File: src/rtl/a2f_pkg.sv
// ============================================================================
// Module      : a2f_pkg
// Description : Shared types and constants for the FPGA-to-FTDI return merger.
// Revision    : 1.0 - initial release
// ============================================================================
`default_nettype none

package a2f_pkg;

    typedef enum logic [1:0] {
        ST_IDLE     = 2'd0,
        ST_HDR      = 2'd1,
        ST_IQ_BURST = 2'd2,
        ST_CPU_MSG  = 2'd3
    } a2f_state_e;

    typedef enum logic {
        SRC_IQ  = 1'b0,
        SRC_CPU = 1'b1
    } a2f_src_e;

    localparam logic [6:0] c_hdr_sync      = 7'h55;
    localparam int          c_hdr_src_bit   = 23;
    localparam int          c_hdr_sync_lsb  = 16;
    localparam int          c_hdr_frame_lsb = 0;

    typedef struct packed {
        logic     hit;
        a2f_src_e src;
    } a2f_arb_t;

    // ECPU wins unless it also held the previous grant and IQ is waiting.
    function automatic a2f_arb_t a2f_arbitrate(
        input logic     cpu_valid,
        input logic     fifo_empty,
        input a2f_src_e last_src
    );
        a2f_arb_t r;
        r.hit = 1'b1;
        r.src = last_src;
        if (cpu_valid && !(last_src == SRC_CPU && !fifo_empty)) begin
            r.src = SRC_CPU;
        end else if (!fifo_empty) begin
            r.src = SRC_IQ;
        end else begin
            r.hit = 1'b0;
        end
        return r;
    endfunction

endpackage

`default_nettype wire

File: src/rtl/a2f_out_reg.sv
// ============================================================================
// Module      : a2f_out_reg
// Description : One-entry output holding register (data, we, src) toward FTDI.
// Revision    : 1.0 - initial release
// ============================================================================
`default_nettype none

module a2f_out_reg
    import a2f_pkg::*;
#(
    parameter int DATA_WIDTH = 24
) (
    input  logic                  clk_i,
    input  logic                  rst_n_i,
    input  logic                  i_rdy,
    input  logic                  i_valid,
    input  logic [DATA_WIDTH-1:0] i_data,
    input  a2f_src_e              i_src,
    output logic                  o_load,
    output logic [DATA_WIDTH-1:0] o_data,
    output logic                  o_we,
    output logic                  o_src
);

    logic [DATA_WIDTH-1:0] r_data;
    logic                  r_we;
    a2f_src_e              r_src;

    assign o_load = !r_we | i_rdy;

    always_ff @(posedge clk_i or negedge rst_n_i) begin
        if (!rst_n_i) begin
            r_data <= '0;
            r_we   <= 1'b0;
            r_src  <= SRC_IQ;
        end else if (o_load) begin
            r_we  <= i_valid;
            r_src <= i_src;
            if (i_valid) begin
                r_data <= i_data;
            end
        end
    end

    assign o_data = r_data;
    assign o_we   = r_we;
    assign o_src  = r_src;

endmodule

`default_nettype wire

File: src/rtl/a2f_mux.sv
// ============================================================================
// Module      : a2f_mux
// Description : Merges IQ FIFO bursts and atomic ECPU messages into one
//               registered FTDI word stream. A2F_HDR_EN adds a header word
//               before every grant.
// Revision    : 1.0 - initial release
// ============================================================================
`default_nettype none

module a2f_mux
    import a2f_pkg::*;
#(
    parameter int IQ_DATA_WIDTH = 24,
    parameter int BURST_LEN     = 64
`ifdef A2F_HDR_EN
    ,
    parameter logic [15:0] FRAME_INIT = 16'h0000
`endif
) (
    input  logic                     clk_i,
    input  logic                     rst_n_i,
    input  logic [IQ_DATA_WIDTH-1:0] fifo_data_i,
    input  logic                     fifo_empty_i,
    output logic                     fifo_re_o,
    input  logic [IQ_DATA_WIDTH-1:0] cpu_data_i,
    input  logic                     cpu_valid_i,
    input  logic                     cpu_last_i,
    output logic                     cpu_re_o,
    output logic [IQ_DATA_WIDTH-1:0] a2f_data_o,
    output logic                     a2f_we_o,
    input  logic                     a2f_rdy_i,
    output logic                     a2f_src_o
);

    localparam logic [15:0] c_burst_last = 16'(BURST_LEN - 1);

    a2f_state_e               r_state;
    a2f_state_e               w_state_nxt;
    a2f_state_e               w_grant_state;
    a2f_src_e                 r_last_src;
    a2f_src_e                 w_cur_src;
    a2f_arb_t                 w_arb;
    logic [15:0]              r_burst_cnt;
    logic                     w_load;
    logic                     w_ld_valid;
    logic [IQ_DATA_WIDTH-1:0] w_ld_data;
    logic                     w_grant_end;
    logic                     w_grant_start;

    assign w_arb = a2f_arbitrate(cpu_valid_i, fifo_empty_i, r_last_src);

`ifdef A2F_HDR_EN
    logic [15:0]              r_frame;
    logic                     w_hdr_load;
    logic [IQ_DATA_WIDTH-1:0] w_hdr_word;

    assign w_grant_state = ST_HDR;

    always_comb begin
        w_hdr_word                               = '0;
        w_hdr_word[c_hdr_src_bit]                = r_last_src;
        w_hdr_word[c_hdr_sync_lsb +: 7]          = c_hdr_sync;
        w_hdr_word[c_hdr_frame_lsb +: 16]        = r_frame;
    end

    always_ff @(posedge clk_i or negedge rst_n_i) begin
        if (!rst_n_i) begin
            r_frame <= FRAME_INIT;
        end else if (w_hdr_load) begin
            r_frame <= r_frame + 16'd1;
        end
    end
`else
    assign w_grant_state = (w_arb.src == SRC_CPU) ? ST_CPU_MSG : ST_IQ_BURST;
`endif

    // Pops are only issued in a load cycle so the popped word always lands.
    always_comb begin
        w_state_nxt = r_state;
        fifo_re_o   = 1'b0;
        cpu_re_o    = 1'b0;
        w_ld_valid  = 1'b0;
        w_ld_data   = fifo_data_i;
        w_cur_src   = r_last_src;
        w_grant_end = 1'b0;
`ifdef A2F_HDR_EN
        w_hdr_load  = 1'b0;
`endif
        case (r_state)
            ST_IDLE: begin
                w_grant_end = 1'b1;
            end
            ST_IQ_BURST: begin
                w_cur_src = SRC_IQ;
                if (w_load) begin
                    if (!fifo_empty_i) begin
                        fifo_re_o   = 1'b1;
                        w_ld_valid  = 1'b1;
                        w_grant_end = (r_burst_cnt == c_burst_last);
                    end else begin
                        w_grant_end = 1'b1;
                    end
                end
            end
            ST_CPU_MSG: begin
                w_cur_src = SRC_CPU;
                if (w_load && cpu_valid_i) begin
                    cpu_re_o    = 1'b1;
                    w_ld_valid  = 1'b1;
                    w_ld_data   = cpu_data_i;
                    w_grant_end = cpu_last_i;
                end
            end
`ifdef A2F_HDR_EN
            ST_HDR: begin
                if (w_load) begin
                    w_ld_valid  = 1'b1;
                    w_ld_data   = w_hdr_word;
                    w_hdr_load  = 1'b1;
                    w_state_nxt = (r_last_src == SRC_CPU) ? ST_CPU_MSG : ST_IQ_BURST;
                end
            end
`endif
            default: begin
                w_state_nxt = ST_IDLE;
            end
        endcase

        w_grant_start = w_grant_end & w_arb.hit;
        if (w_grant_end) begin
            w_state_nxt = w_arb.hit ? w_grant_state : ST_IDLE;
        end
    end

    always_ff @(posedge clk_i or negedge rst_n_i) begin
        if (!rst_n_i) begin
            r_state     <= ST_IDLE;
            r_last_src  <= SRC_IQ;
            r_burst_cnt <= 16'd0;
        end else begin
            r_state <= w_state_nxt;
            if (w_grant_start) begin
                r_last_src <= w_arb.src;
            end
            if (w_grant_start || r_state != ST_IQ_BURST) begin
                r_burst_cnt <= 16'd0;
            end else if (fifo_re_o) begin
                r_burst_cnt <= r_burst_cnt + 16'd1;
            end
        end
    end

    a2f_out_reg #(
        .DATA_WIDTH (IQ_DATA_WIDTH)
    ) u_out_reg (
        .clk_i   (clk_i),
        .rst_n_i (rst_n_i),
        .i_rdy   (a2f_rdy_i),
        .i_valid (w_ld_valid),
        .i_data  (w_ld_data),
        .i_src   (w_cur_src),
        .o_load  (w_load),
        .o_data  (a2f_data_o),
        .o_we    (a2f_we_o),
        .o_src   (a2f_src_o)
    );

endmodule

`default_nettype wire

File: config.mk
export PLATFORM = sky130hd
export DESIGN_NAME = a2f_mux
export DESIGN_NICKNAME = d
export VERILOG_FILES = /design/src/rtl/a2f_pkg.sv /design/src/rtl/a2f_out_reg.sv /design/src/rtl/a2f_mux.sv
export SDC_FILE = /design/constraint.sdc
export NUM_CORES = 1
export LEC_CHECK = 0
export ABC_AREA = 1
export ABC_CLOCK_PERIOD_IN_PS = 2000
export CAP_MARGIN = 20
export CORE_UTILIZATION = 42
export DETAILED_ROUTE_END_ITERATION = 8
export MAX_ROUTING_LAYER = met4
export PLACE_DENSITY = 0.77
export SYNTH_ARGS = -nofsm -noshare
export SYNTH_HDL_FRONTEND = slang
export SYNTH_HIERARCHICAL = 1
export SYNTH_SLANG_ARGS = --single-unit
File: constraint.sdc
create_clock -name clk_i -period 2 [get_ports clk_i]
set_clock_uncertainty 0.05 [all_clocks]
set_input_delay 0.2 -clock clk_i [delete_from_list [all_inputs] [get_ports clk_i]]
set_output_delay 0.2 -clock clk_i [all_outputs]
set_load 0.1 [all_outputs]
Word-level counts from Yosys, hierarchy flattened
Index checks and enable logic that the tools add are counted.

Add/subtract/negate cells: 1. Equal/unequal tests: 5. Mux-type cells: 22. Bitwise logic cells: 2. Reduce and logical (&&, ||, !) cells: 11.

Operator list (count): $mux W24 (2); $mux W16 (2); $add A16 B1 Y16 const B (1); $eq A16 B6 Y1 const B (1); $mux W1 (12); $mux W2 (3); $eq A2 B2 Y1 const B (2); $pmux W1 S2 (2); $logic_and A1 B1 Y1 (3); $logic_not A1 Y1 (3); $pmux W1 S3 (1); $reduce_or A3 Y1 (1); $logic_not A2 Y1 (1); $ne A2 B1 Y1 const B (1); $ne A2 B2 Y1 const B (1); $reduce_and A2 Y1 (1); $reduce_bool A2 Y1 (1); $and A1 B1 Y1 (1); $logic_or A1 B1 Y1 (1); $or A1 B1 Y1 (1).

Bits in registers: 45. Input port bits: 54. Output and inout port bits: 28. Word-level logic and storage cells: 47.

Depth between registers and ports, before layout
Gate-level depths: netlist of run 1.

Depth in word-level cells: 8. Mapped depth: 12. Depth with buffers taken out: 11.

Cells and area by module
Netlist of run 1, hierarchy kept.

By module, submodules not included: a2f_mux (times used 1, cells an instance 183, area an instance 1431.4 sq um, seq. area each 475.5 sq um); a2f_out_reg (times used 1, cells an instance 112, area an instance 1048.5 sq um, seq. area each 650.6 sq um).

Worst setup path before layout of run 1
No wires, ideal clock.

Path kind: flip-flop to flip-flop. From: register u_out_reg.r_we (netlist: u_out_reg/o_we). To: register u_out_reg.r_data[10] (netlist: u_out_reg/o_data[10]). Setup time: 122 ps. Arrival time: 2680 ps. Required time: 1828 ps. Path slack: -852 ps. Stages on the path, launching flop included: 12. Path buffers: 4. Period minus slack after synthesis: 2852 ps. Cells stage by stage: dfrtp_1 -> nand2_4 -> buf_4 -> inv_1 -> nor3_4 -> buf_4 -> or2_2 -> buf_4 -> nand2_4 -> buf_6 -> nand2_1 -> nand2_1.

Longest elaborated chain between the ends: 6. Elaborated cells between the ends (all ways): 9. Classes of those cells: mux (5); bitwise (1); reduce/logical (3).

RTL lines: from (decl) (line a2f_out_reg.sv:26) `logic r_we;`; from (signal assigned) (line a2f_out_reg.sv:37) `r_we <= i_valid;`; $logic_not A1 Y1 (*) (line a2f_out_reg.sv:29) `assign o_load = !r_we | i_rdy;`; $or A1 B1 Y1 (*) (line a2f_out_reg.sv:29); named net w_load (line a2f_mux.sv:44) `logic w_load;`; $logic_and A1 B1 Y1 (line a2f_mux.sv:107) `if (w_load && cpu_valid_i) begin`; $mux W1 (line a2f_mux.sv:107); $pmux W1 S2 (*) (line a2f_mux.sv:89) `case (r_state)`; named net w_ld_valid (line a2f_mux.sv:45) `logic w_ld_valid;`; $reduce_and A2 Y1 (no line) (*); to (signal assigned) (line a2f_out_reg.sv:40) `r_data <= i_data;`; to (decl) (line a2f_out_reg.sv:25) `logic [DATA_WIDTH-1:0] r_data;`.

Mark *: on every way through the listed nets, which the timed path passes. The rest lies on a longest branch. A chain may end at the register's enable or synchronous reset.

Final worst setup path of run 1
From: register u_out_reg.r_we (netlist: u_out_reg/o_we). To: output port cpu_re_o.

Longest elaborated chain between the ends: 5.

RTL lines: $logic_not A1 Y1 (line a2f_out_reg.sv:29); $or A1 B1 Y1 (line a2f_out_reg.sv:29); named net w_load (line a2f_mux.sv:44); $logic_and A1 B1 Y1 (line a2f_mux.sv:107); $mux W1 (line a2f_mux.sv:107); $mux W1 (line a2f_mux.sv:89); to (decl) (line a2f_mux.sv:28) `output logic cpu_re_o,`.

The timed path passes the listed nets, and every way through them passes these cells.

==> results of run 1 <==
-- critical path, cell delays in order, from the launching register on --
cell	delay (ns)
dfrtp_4	0.52
nand2_8	0.09
inv_4	0.04
nor3_4	0.14
buf_12	0.21
buf_12	0.19
-- through the flow --
step,area [sq um],TNS (ns),worst slack [ns]
finish,3430,0,0.249
CTS,3430,0,0.240
floorplan,2540,-5.38,-0.242
global route,3430,0,0.0850
global placement,3340,0,0.0989
detailed placement,3340,0,0.0607
-- worst paths after layout --
kind / endpoint / slack (ns) / startpoint
worst max-delay path: cpu_re_o / 0.25 / u_out_reg/o_we
worst min-delay path: u_out_reg/o_data[19] / 0.43 / u_out_reg/o_data[19]
worst max register to register: r_burst_cnt[10] / 0.29 / u_out_reg/o_we
worst min register to register: u_out_reg/o_data[19] / 0.43 / u_out_reg/o_data[19]
max in group asynchronous: u_out_reg/o_data[15] / 0.83 / rst_n_i
min in group asynchronous: r_burst_cnt[3] / 0.44 / rst_n_i
-- layout make-up --
cell class	count	share of cell area [%]
well taps	72	2.62
clock inverters	2	0.292
repair buffers	87	24.3
flip-flops and latches	45	32.9
multi-input cells	216	35.0
clock buffers	6	2.11
inverters	24	2.77
-- cell usage in the layout (no fill, tap or decap), types with 4 or more instances in the layout --
master            n
nand3_1          35
buf_4            29
mux2_2           23
nor2_1           32
clkbuf_8          5
nand2_1          91
nor3_1            5
buf_12            4
xor2_1            6
inv_1            21
clkdlybuf4s50_1  52
dfrtp_1          44
-- logic make-up after synthesis --
group,count (synthesis)
compound gates,5
fa+ha+maj,1
buf+inv,34
flops,45
simple gates,178
xor+xnor,8
mux,24
-- report_power, final --
group	internal (mW)	switching (mW)	leakage, nW
logic	0.876	2.76	0.982
clock network	0.242	0.296	0.0450
registers	1.21	0.202	0.581
-- state kept, by name, summed over array words and instances, names as in the netlist --
name,cells
r_state,2
u_out_reg/o_data,24
u_out_reg/o_we,1
r_burst_cnt,16
r_last_src,1
u_out_reg/o_src,1
-- repair_timing --
action                                  CTS  global route
hold endpoints to repair                 32             0
endpoints found under the setup margin    0             0
hold buffers                              1             0
-- metal layers --
layer	wire, um	vias up	GRT usage (%)
met5	0	-	-
met3	266	4	5.29
met4	51	0	6.55
met1	2670	1043	24.8
met2	2690	67	35.0
li1	-	1109	-
==> impl_results.md, run 1 <==
- Syn Nets: 350
- P&R area growth vs syn: 38.4%
- Hold path depth: 2
- Cell area after synthesis: 2480 sq um
- Number of flops mapped to enable cells by yosys: 0
- DPL Wire Length: 4210 um
- Data required, critical path: 1.75 ns
- Top cells by area, synth: dfrtp_1 45%, nand2_1 14%, mux2_2 11%
- Placed Cells incl. Taps: 443
- Dominant cell type by area after synthesis: dfrtp_1
- Core Region: 5610 sq um
- Rel. slew slack: 50.6%
- PwrDens: 1630 nW/um^2
- Register Area: 1130 sq um
- Sequential area share after synthesis: 45.4%
- Global-route wire length before repair: 9960 um
- Total number of vias: 2223
- Reg clk slew, reported paths: 0.08 ns
- Largest net degree at the start of global routing: 35
- TritonCTS clock tree: built
- Most common cell in the synthesized netlist: nand2_1
- DIE AREA: 6220 sq um
- Worst vdd ir: 0.835 mV
- # diodes: 0
- Maximum clock path buffer count: 2
- Routed wire length: 5680 um
- Compound-cell area share of the yosys netlist: 1.21%
- Yosys cell types: 27
- Final min period: 1.75 ns
- Final setup fails: 0
- Initial antenna violation count: 0
- Initial Util: 44.2%
- Max Cap Viol: 0
- Die width: 78.8 um
- FF+latch count, synth: 45
- PortBufs: 81
- Warnings, synthesis: 6
- CTS sink count: 45
- Filler cell count: 502
- GRT overflow: 0
- Hold WC Path Type: reg2reg
- Die height: 78.8 um
- Max Fclk: 571 MHz
- Simple-gate share of the synthesized area: 32.2%
- Leakage power: 1.61 nW
- Setup bufs post-CTS: 0
- Cell at the root of the clock tree: clkbuf_8
- Area of the multi-input gates: 1200 sq um
- CTS Buf Count: 5
- Critical path startpoint category: flip-flop
- Worst Setup Path Type: reg2out
- FP Rows: 27
- Layout Nets: 434
- Hold Slack: 0.427 ns
- Yosys top cell area share: 45.4%
- Vias in the first global route: 2313
- Synth Area in XOR/XNOR: 2.83%
- Top-Level Pins: 82
- Post-Syn Instances: 295
- DR vias/cell: 4.92
- DRT Pass-1 Iters: 4
- Post-synthesis mux area share: 10.9%
- Final Util: 61.2%
- RSZ-0062 raised after global routing: no
- Worst R2R Path Depth: 9
- CTS HTree Levels: 2
- Final period utilization: 87.5%
- CP Data Arrival Time: 1.50 ns
- Prevailing post-synth register cell: dfrtp_1
- Initial drt markers: 162
- Async SR Flop Fraction: 100%
- Tot GR Track Use: 20.9%
- Post-route ant nets: 0
- Clk_lat worst skew: 0.30 ns
- CP Max Fanout: 27
- WL/cell: 12.6 um
- Fin. Hold Viols: 0
- Ratio of cells with drive above 1 in the final layout: 21.8%
- DRC errors left: 0
- Mean area per synthesized cell: 8.41 sq um
- Synth top cells by count: 91 x nand2_1, 45 x dfrtp_1, 36 x nand3_1
- Post-cts resize count: 0
- Fin cells: 452
- Setup crit end kind: primary output
- Tot Pwr: 5.59 mW
- Worst Tran Pin Value: 0.740 ns
- Largest family of logic cells by synthesized area: simple AND/OR/NAND/NOR gates
- RePlAce Congestion: 0.890
- Adder-cell share of the synthesized area: 0.505%
- Slew Viols, Final: 0
- Outcome: finished clean
Note: power is estimated with default switching activity, not from simulation.
==> run 2, diff against run 1 <==
- ABC_AREA: 1 -> unset
- CORE_ASPECT_RATIO: unset -> 0.9
==> impl_results.md, run 2 <==
- Final period utilization: 94.6% (+7.1 points)
- Reg2reg setup slack: 0.11 ns (-0.18 ns)
- Total number of vias: 2138 (-3.8%)
- Mean area per synthesized cell: 10.0 sq um (+19%)
- Combinational share of power: 66.6% (+1.5 points)
- Most common cell in the synthesized netlist: nand2_1
- Final setup fails: 0 (unchanged)
- Core Region: 5730 sq um (+2.1%)
- Post-Syn Instances: 252 (-15%)
- CTS Hold Bufs: 1 (unchanged)
- Worst vdd ir: 1.48 mV (+77%)
- Number of flops mapped to enable cells by yosys: 0 (unchanged)
- Placement Setup Slack: -0.0392 ns (-0.0999 ns)
- Top-Level Pins: 82 (unchanged)
- Final Util: 62.1% (+0.88 points)
- Final min period: 1.89 ns (+0.142 ns)
- CP Max Fanout: 25 (-7.4%)
- DRT Pass-1 Iters: 4 (unchanged)
- Critical path origin: u_out_reg/o_we
- Initial Util: 44.1% (-0.12 points)
- Prevailing post-synth register cell: dfrtp_1
- Post-cts resize count: 0 (unchanged)
- Data required, critical path: 1.75 ns (about the same)
- Die height: 75.6 um (-4.2%)
- WL/cell: 14.9 um (+19%)
- Crit-path cells: nand2b_4 > nand4_1 > inv_2 > buf_4 > buf_12
- Max Fclk: 528 MHz (-7.5%)
- RR Startpoint: r_burst_cnt[0]
- Reg power frac: 23.4% (-1.9 points)
- Clk_lat worst skew: 0.31 ns (about the same)
- Global-route wire length before repair: 9600 um (-3.6%)
- Clock power frac: 9.9% (+0.3 points)
- Worst Setup Path Type: reg2out
- CTS Buf Count: 5 (unchanged)
- Warnings, synthesis: 6 (unchanged)
- Post-route ant nets: 0 (unchanged)
- Yosys top cell area share: 44.6% (-0.81 points)
- Top cells by area, synth: dfrtp_1 45%, mux2_4 12%, nand2_1 11%
- Vias in the first global route: 1983 (-14%)
- Tot GR Track Use: 19.8% (-1.2 points)
- Largest net degree at the start of global routing: 26 (-26%)
- Worst Setup EP: cpu_re_o
- Yosys cell types: 47 (+74%)
- PortBufs: 81 (unchanged)
- Setup bufs post-CTS: 0 (unchanged)
- Sequential area share after synthesis: 44.6% (-0.81 points)
- Dominant cell type by area after synthesis: dfrtp_1
- Ratio of cells with drive above 1 in the final layout: 26.3% (+4.5 points)
- Initial drt markers: 95 (-41%)
- Switching power: 3.39 mW (+4.0%)
- Worst Tran Pin Value: 0.674 ns (-0.0669 ns)
- Commonest non-fill, non-tap cell in the layout: nand2_1
- TritonCTS clock tree: built
- Maximum clock path buffer count: 2 (unchanged)
- FP Rows: 26 (-3.7%)
- Fin. Hold Viols: 0 (unchanged)
- Setup crit end kind: primary output
- Initial antenna violation count: 0 (unchanged)
- Cell area after synthesis: 2520 sq um (+1.8%)
- Tot Pwr: 6.15 mW (+10%)
- Async SR Flop Fraction: 100% (unchanged)
- CTS HTree Levels: 2 (unchanged)
- Worst reg2reg endpoint: r_burst_cnt[7]
- Reg clk slew, reported paths: 0.09 ns (about the same)
- # diodes: 0 (unchanged)
- Slew Viols, Final: 0 (unchanged)
- Critical path startpoint category: flip-flop
- DR vias/cell: 5.14 (+4.5%)
- Routed wire length: 6200 um (+9.1%)
- Setup TNS Final: 0 ns (unchanged)
- Most frequent cells in the layout: 77 x nand2_1, 52 x clkdlybuf4s50_1, 44 x dfrtp_1, 40 x buf_4, 20 x mux2_4
- CP peak stage delay: 0.51 ns (about the same)
- Cell at the root of the clock tree: clkbuf_8
- Rel. slew slack: 55.1% (+4.5 points)
- DRC errors left: 0 (unchanged)
- Switching Share: 55.1% (-3.2 points)
- CP Data Arrival Time: 1.64 ns (+0.14 ns)
- RePlAce Congestion: 0.802 (-9.9%)
- RSZ-0062 raised after global routing: no
- PwrDens: 1730 nW/um^2 (+6.3%)
- CTS sink count: 45 (unchanged)
- CP max stage cell: dfrtp_4
- Max Cap Viol: 0 (unchanged)
- Syn Nets: 307 (-12%)
- Max reg flops: 24 (unchanged)
- Die width: 83.7 um (+6.2%)
- Outcome: finished clean
- P&R area growth vs syn: 40.8%
- P_int: 2.76 mW (+19%)
- DPL Wire Length: 4590 um (+9.1%)
- Layout Nets: 400 (-7.8%)
- GRT overflow: 0 (unchanged)
- Worst R2R Path Depth: 6 (-3)
- Synth top cells by count: 77 x nand2_1, 45 x dfrtp_1, 20 x mux2_4
- Hold WC Path Type: in2async
- DIE AREA: 6330 sq um (+1.8%)
- Setup ws final: 0.107 ns (-0.142 ns)
- Leakage power: 1.67 nW (+4.1%)
- FF+latch count, synth: 45 (unchanged)
==> run 2: kinds of logic after synthesis <==
group | after synthesis | share of synthesized area [%]
AOI/OAI and AO/OA | 23 | 7.14
adders and majority gates | 1 | 0.495
and+or+nand+nor | 129 | 25.5
xor gates and xnor gates | 9 | 3.12
muxes | 26 | 14.5
buffers and inverters | 19 | 4.66
DFF | 45 | 44.6
==> run 2: power groups by stage <==
stage / Combinational, mW / Sequential, mW / Clock (mW)
after global routing: 4.24 / 1.48 / 0.648
final: 4.10 / 1.44 / 0.609
after CTS: 4.12 / 1.44 / 0.620
after global placement: 4.05 / 1.45 / 0
after detailed placement: 4.11 / 1.46 / 0
after floorplan: 1.31 / 3.36 / 0
==> run 2: worst min path at each step <==
stage	start	slack, ns	cells past startpoint	endpoint
after floorplan	rst_n_i	-0.15	0	r_burst_cnt[0]
after global placement	rst_n_i	-0.01	1	u_out_reg/o_data[6]
after detailed placement	rst_n_i	-0.009	1	r_state[0]
after CTS	rst_n_i	0.20	2	r_state[0]
after global routing	rst_n_i	0.23	2	r_state[0]
final	rst_n_i	0.22	2	r_state[0]
==> run 2: stage by stage <==
step / area, sq um / hold slack (ns) / std cells
after floorplan: 2550 / -0.146 / 252
after global placement: 3450 / -0.0139 / 407
after detailed placement: 3450 / -0.00886 / 407
after CTS: 3560 / 0.197 / 416
after global routing: 3560 / 0.235 / 416
final: 3560 / 0.225 / 416
==> run 2: layer usage <==
metal  GRT usage [%]  vias to the layer above  wire, um
met4            6.40                        0        98
met3            3.25                       10       261
met2            32.1                       58      3050
met1            25.7                     1016      2800
met5               -                        -         0
li1                -                     1054         -
==> run 2: area by class of cell <==
| type | count | area (sq um) |
|---|---|---|
| Inverter | 6 | 22.5 |
| Multi-Input combinational cell | 188 | 1280 |
| Clock inverter | 2 | 13.8 |
| Clock buffer | 6 | 82.6 |
| Timing Repair Buffer | 99 | 936 |
| Sequential cell | 45 | 1130 |
| Tap cell | 70 | 87.6 |
| Fill cell | 468 | 2170 |
==> run 2: critical path: cells and delay by family (launching register included) <==
kind	cells	cell delay, ns
DFF	1	0.51
buffers and inverters	3	0.59
and+or+nand+nor	2	0.23
